**src/rtl/apb_pkg.sv**
```systemverilog
// apb_pkg: shared APB widths and requester FSM state encoding.
package apb_pkg;
   localparam int APB_ADDR_W = 3;
   localparam int APB_DATA_W = 32;
   typedef enum logic [1:0] {IDLE, SETUP, ACCESS} apb_state_e;
endpackage

```
**src/rtl/apb_if.sv**
```systemverilog
// apb_if: APB bus between a single requester and the register-file completer.
interface apb_if import apb_pkg::*; #(
   parameter int ADDR_W = APB_ADDR_W,
   parameter int DATA_W = APB_DATA_W
);
   logic              PSEL;
   logic              PENABLE;
   logic              PWRITE;
   logic [ADDR_W-1:0] PADDR;
   logic [DATA_W-1:0] PWDATA;
   logic [DATA_W-1:0] PRDATA;
   logic              PREADY;
   modport master (output PSEL, PENABLE, PWRITE, PADDR, PWDATA, input PRDATA, PREADY);
   modport slave  (input PSEL, PENABLE, PWRITE, PADDR, PWDATA, output PRDATA, PREADY);
endinterface

```
**src/rtl/apb_master.sv**
```systemverilog
// apb_master: single-outstanding APB requester turning valid/ready commands into
// SETUP/ACCESS cycles, with a one-cycle response strobe and optional ACCESS timeout.
module apb_master import apb_pkg::*; #(
   parameter int ADDR_W  = APB_ADDR_W,
   parameter int DATA_W  = APB_DATA_W,
   parameter int TIMEOUT = 16
) (
   input  logic              PCLK,
   input  logic              PRESETn,
   input  logic              cmd_valid,
   output logic              cmd_ready,
   input  logic              cmd_write,
   input  logic [ADDR_W-1:0] cmd_addr,
   input  logic [DATA_W-1:0] cmd_wdata,
   output logic              rsp_valid,
   output logic [DATA_W-1:0] rsp_rdata,
   output logic              rsp_err,
   apb_if.master             apb
);
   localparam int CW = (TIMEOUT == 0) ? 1 : $clog2(TIMEOUT + 1);
   localparam logic [CW-1:0] LIMIT   = CW'((TIMEOUT == 0) ? 0 : TIMEOUT - 1);
   localparam logic [CW-1:0] CNT_MAX = '1;

   apb_state_e    state, state_nxt;
   logic [CW-1:0] cnt;
   logic          accept, done, abort;

   // PREADY only matters in ACCESS, so a stale high from the completer is harmless
   assign accept = cmd_valid && cmd_ready;
   assign done   = (state == ACCESS) && apb.PREADY;
   assign abort  = (state == ACCESS) && !apb.PREADY && (TIMEOUT != 0) && (cnt == LIMIT);

   always_ff @(posedge PCLK or negedge PRESETn)
      if (!PRESETn) state <= IDLE;
      else state <= state_nxt;

   always_comb
      state_nxt = (state == IDLE)  ? (accept ? SETUP : IDLE) :
                  (state == SETUP) ? ACCESS :
                  (done || abort)  ? IDLE : ACCESS;

   always_comb begin
      cmd_ready   = (state == IDLE);
      apb.PSEL    = (state != IDLE);
      apb.PENABLE = (state == ACCESS);
   end

   always_ff @(posedge PCLK or negedge PRESETn)
      if (!PRESETn) begin
         apb.PWRITE <= 1'b0;
         apb.PADDR  <= '0;
         apb.PWDATA <= '0;
         cnt        <= '0;
         rsp_valid  <= 1'b0;
         rsp_err    <= 1'b0;
         rsp_rdata  <= '0;
      end else begin
         if (accept) begin
            apb.PWRITE <= cmd_write;
            apb.PADDR  <= cmd_addr;
            apb.PWDATA <= cmd_wdata;
         end
         if (state == SETUP) cnt <= '0;
         else if (state == ACCESS && !apb.PREADY && cnt != CNT_MAX) cnt <= cnt + 1'b1;
         rsp_valid <= done || abort;
         rsp_err   <= abort;
         if (done || abort) rsp_rdata <= (done && !apb.PWRITE) ? apb.PRDATA : '0;
      end
endmodule

```
**src/flat_wrapper.sv**
```systemverilog
// flat-port wrapper written by rule: the top's interface ports become plain ports
module apb_master_flat import apb_pkg::*;
#(
   parameter int ADDR_W  = APB_ADDR_W,
   parameter int DATA_W  = APB_DATA_W,
   parameter int TIMEOUT = 16
)
  (PCLK, PRESETn, cmd_valid, cmd_ready, cmd_write, cmd_addr, cmd_wdata, rsp_valid, rsp_rdata, rsp_err, apb_PSEL, apb_PENABLE, apb_PWRITE, apb_PADDR, apb_PWDATA, apb_PRDATA, apb_PREADY);
  apb_if #(.ADDR_W(ADDR_W), .DATA_W(DATA_W)) apb_i ();
  input  logic PCLK;
  input  logic PRESETn;
  input  logic cmd_valid;
  output logic cmd_ready;
  input  logic cmd_write;
  input  logic [ADDR_W-1:0] cmd_addr;
  input  logic [DATA_W-1:0] cmd_wdata;
  output logic rsp_valid;
  output logic [DATA_W-1:0] rsp_rdata;
  output logic rsp_err;
  output wire logic [$bits(apb_i.PSEL)-1:0] apb_PSEL;
  output wire logic [$bits(apb_i.PENABLE)-1:0] apb_PENABLE;
  output wire logic [$bits(apb_i.PWRITE)-1:0] apb_PWRITE;
  output wire logic [$bits(apb_i.PADDR)-1:0] apb_PADDR;
  output wire logic [$bits(apb_i.PWDATA)-1:0] apb_PWDATA;
  input wire logic [$bits(apb_i.PRDATA)-1:0] apb_PRDATA;
  input wire logic [$bits(apb_i.PREADY)-1:0] apb_PREADY;
  assign apb_PSEL = apb_i.PSEL;
  assign apb_PENABLE = apb_i.PENABLE;
  assign apb_PWRITE = apb_i.PWRITE;
  assign apb_PADDR = apb_i.PADDR;
  assign apb_PWDATA = apb_i.PWDATA;
  assign apb_i.PRDATA = apb_PRDATA;
  assign apb_i.PREADY = apb_PREADY;
  apb_master #(.ADDR_W(ADDR_W), .DATA_W(DATA_W), .TIMEOUT(TIMEOUT)) u_core (.PCLK(PCLK), .PRESETn(PRESETn), .cmd_valid(cmd_valid), .cmd_ready(cmd_ready), .cmd_write(cmd_write), .cmd_addr(cmd_addr), .cmd_wdata(cmd_wdata), .rsp_valid(rsp_valid), .rsp_rdata(rsp_rdata), .rsp_err(rsp_err), .apb(apb_i));
endmodule
```
**config.mk**
```make
export PLATFORM = sky130hd
export DESIGN_NAME = apb_master_flat
export DESIGN_NICKNAME = d
export VERILOG_FILES = /design/src/rtl/apb_pkg.sv /design/src/rtl/apb_if.sv /design/src/rtl/apb_master.sv /design/src/flat_wrapper.sv
export SDC_FILE = /design/constraint.sdc
export NUM_CORES = 1
export LEC_CHECK = 0
export ABC_AREA = 1
export CAP_MARGIN = 20
export CELL_PAD_IN_SITES_DETAIL_PLACEMENT = 1
export CELL_PAD_IN_SITES_GLOBAL_PLACEMENT = 1
export CORE_ASPECT_RATIO = 1.75
export CORE_MARGIN = 5
export CORE_UTILIZATION = 33
export CTS_CLUSTER_SIZE = 30
export DETAILED_ROUTE_END_ITERATION = 10
export PLACE_DENSITY = 0.94
export SLEW_MARGIN = 20
export SYNTH_ARGS = -nofsm -noshare
export SYNTH_HDL_FRONTEND = slang
export SYNTH_SLANG_ARGS = --single-unit
```
**constraint.sdc**
```tcl
create_clock -name PCLK -period 2.7 [get_ports PCLK]
set_clock_uncertainty 0.2 [all_clocks]
set_input_delay 0.405 -clock PCLK [delete_from_list [all_inputs] [get_ports PCLK]]
set_output_delay 0.405 -clock PCLK [all_outputs]
set_load 0.005 [all_outputs]
```
==> flow_summary.json <==
{
  "status": "finished, final reports clean",
  "critPathRequiredTime_ns": 2.10,
  "cts_hold_buf": 0,
  "synth_warnings": 0,
  "powerDensity_nw_per_um2": 1070,
  "p_leak_nw": 2.48,
  "start_util": 0.339,
  "antenna_cells": 0,
  "insertion_delay_ns": 0.32,
  "drtIter0Drc": 53,
  "fin_crit_sh": 0.796,
  "worst_slack_ns": 0.549,
  "stdcell_area_um2": 5020,
  "finalCoreUtilization": 0.527,
  "fp.dieArea_um2": 12000,
  "setup_tns_ns": 0,
  "max-clock-path-buffers": 2,
  "synth_area_um2": 3230,
  "grt_pass1_wl_um": 15500,
  "drc": 0,
  "placedCellCount": 594,
  "placementRows": 47,
  "yosysTopAreaCell": "dfrtp_1",
  "port_buffers": 144,
  "finalSetupViolations": 0,
  "die_width_um": 84.8,
  "die_y_um": 141,
  "startpoint_type": "flop",
  "endpoint_kind": "primary output",
  "ys_types": 18,
  "hold_path.class": "flop to flop",
  "synth_top_area_frac": 0.596,
  "ant_nets": 0,
  "worst_slew_pin_slew_ns": 0.579,
  "vdd_drop_max_uv": 557,
  "period_minus_slack_ns": 2.15,
  "final_nets": 560,
  "place_ws_ns": 0.605,
  "gr-total-overflow": 0,
  "drv_slew": 0,
  "p_total_mw": 5.39,
  "rsz0062_at_grt": "false",
  "syn_inst": 339,
  "syn2layout_area_growth_pct": 55.4,
  "htreeDepth": 3,
  "gp_congestion": 0.745,
  "place.detailed.hpwl_um": 7070,
  "drt-wirelength-per-cell_um": 15.6,
  "slew_headroom": 0.614,
  "timing.fmax_mhz": 465,
  "synthTopCellsByArea": "dfrtp_1 (60%), nand2_1 (18%), o21ai_2 (8.4%)",
  "dpl_cell_area_um2": 4720,
  "yosysSeqAreaShare": 0.596,
  "drt-total-wl_um": 9530,
  "drive_gt1_frac": 0.114,
  "drv_cap": 0,
  "grt_max_degree": 78,
  "cp_data_arrival_time_ns": 1.55,
  "grt_pass1_vias": 3062,
  "synth.avg_cell_area_um2": 9.54,
  "cts_sinks": 77,
  "cts_tree": "done",
  "cts_resized": 0,
  "via_per_inst": 4.48,
  "syn_nets": 414,
  "crit_fanout": 4,
  "io_pins": 145,
  "numCtsBuffers": 9,
  "holdWs_ns": 0.277,
  "grtUsageTotal": 0.162,
  "num_vias": 2740,
  "finalHoldViolCount": 0,
  "clk_pin_slew_ns": 0.06,
  "synth_seq_cells": 77,
  "dr.pass1.iters": 5,
  "core_area_um2": 9530,
  "fin_cells": 612,
  "crit_type": "flop to primary output",
  "post_cts_buffers": 0,
  "root_buffer": "clkbuf_16",
  "antenna_found_initial": 0
}
-- kinds of logic (layout without fill, tap and decap cells) --
group / Yosys count / after routing / synth area share
AOI/OAI and AO/OA: 33 / 33 / 0.0871
xor gates and xnor gates: 1 / 1 / 0.00271
and+or+nand+nor: 171 / 171 / 0.217
adders and majority gates: 3 / 3 / 0.0116
buffers and inverters: 54 / 205 / 0.0855
DFF: 77 / 77 / 0.596
-- report_power, final --
group	leakage, nW	internal (mW)	switching (mW)
clock network	0.134	0.644	0.469
registers	0.977	1.68	0.337
logic	1.37	1.29	0.966
-- synthesized netlist by cell type (all sizes together) --
cell type / number
nand3: 9
o21ai: 33
nand2: 152
ha: 3
nor2: 6
buf: 12
xor2: 1
dfrtp: 77
inv: 42
nand4: 1
nand3b: 3
-- cell type report --
class | instances | area (um2)
clock buffers | 10 | 239
clock inverters | 6 | 38.8
fillers | 1077 | 4500
inverters | 42 | 160
multi-input cells | 208 | 1030
flip-flops and latches | 77 | 1930
well taps | 122 | 153
repair buffers | 147 | 1480
-- state kept, by name, indices dropped and copies added, names as in the netlist --
name,count
u_core.state,2
u_core.rsp_valid,1
u_core.apb.PADDR,3
u_core.apb.PWDATA,32
u_core.cnt,5
u_core.rsp_rdata,32
u_core.apb.PWRITE,1
u_core.rsp_err,1
-- cell usage in the layout (no fill, tap or decap) --
master,synthesis,final
buf_12,0,1
buf_4,0,2
clkbuf_16,0,9
clkbuf_8,0,1
clkdlybuf4s50_1,0,143
clkinv_2,0,3
clkinv_4,0,1
clkinvlp_4,0,2
dfrtp_1,77,77
dlygate4sd3_1,0,1
ha_1,3,3
inv_1,40,40
inv_2,1,1
inv_4,1,1
nand2_1,151,151
nand2_4,1,1
nand3_1,9,9
nand3b_1,2,2
nand3b_4,1,1
nand4_1,1,1
nor2_1,4,4
nor2_4,2,2
o21ai_0,2,2
o21ai_2,31,31
xor2_1,1,1
-- metal layers --
metal / global-route usage / vias to the layer above / routed length (um)
li1: - / 1319 / -
met1: 0.178 / 1304 / 3560
met2: 0.294 / 106 / 5220
met3: 0.0438 / 11 / 599
met4: 0.0584 / 0 / 158
met5: 0 / - / 0
-- path summary, 6_finish.rpt --
check	start	to	slack, ns	cells after the start
setup reg to reg	u_core.cnt[0]	u_core.rsp_rdata[13]	0.70	8
hold / removal	u_core.apb.PWDATA[24]	u_core.apb.PWDATA[24]	0.28	2
hold reg to reg	u_core.apb.PWDATA[24]	u_core.apb.PWDATA[24]	0.28	2
setup / recovery	u_core.state[0]	cmd_ready	0.55	2
max in group asynchronous	PRESETn	u_core.apb.PWDATA[25]	1.32	3
min in group asynchronous	PRESETn	u_core.rsp_rdata[16]	0.38	2
-- critical path, stage by stage, from the launching register on --
cell and delay (ns):
dfrtp_1 0.46, nor2_4 0.23, clkdlybuf4s50_1 0.54
Note: power is estimated with default switching activity, not from simulation.
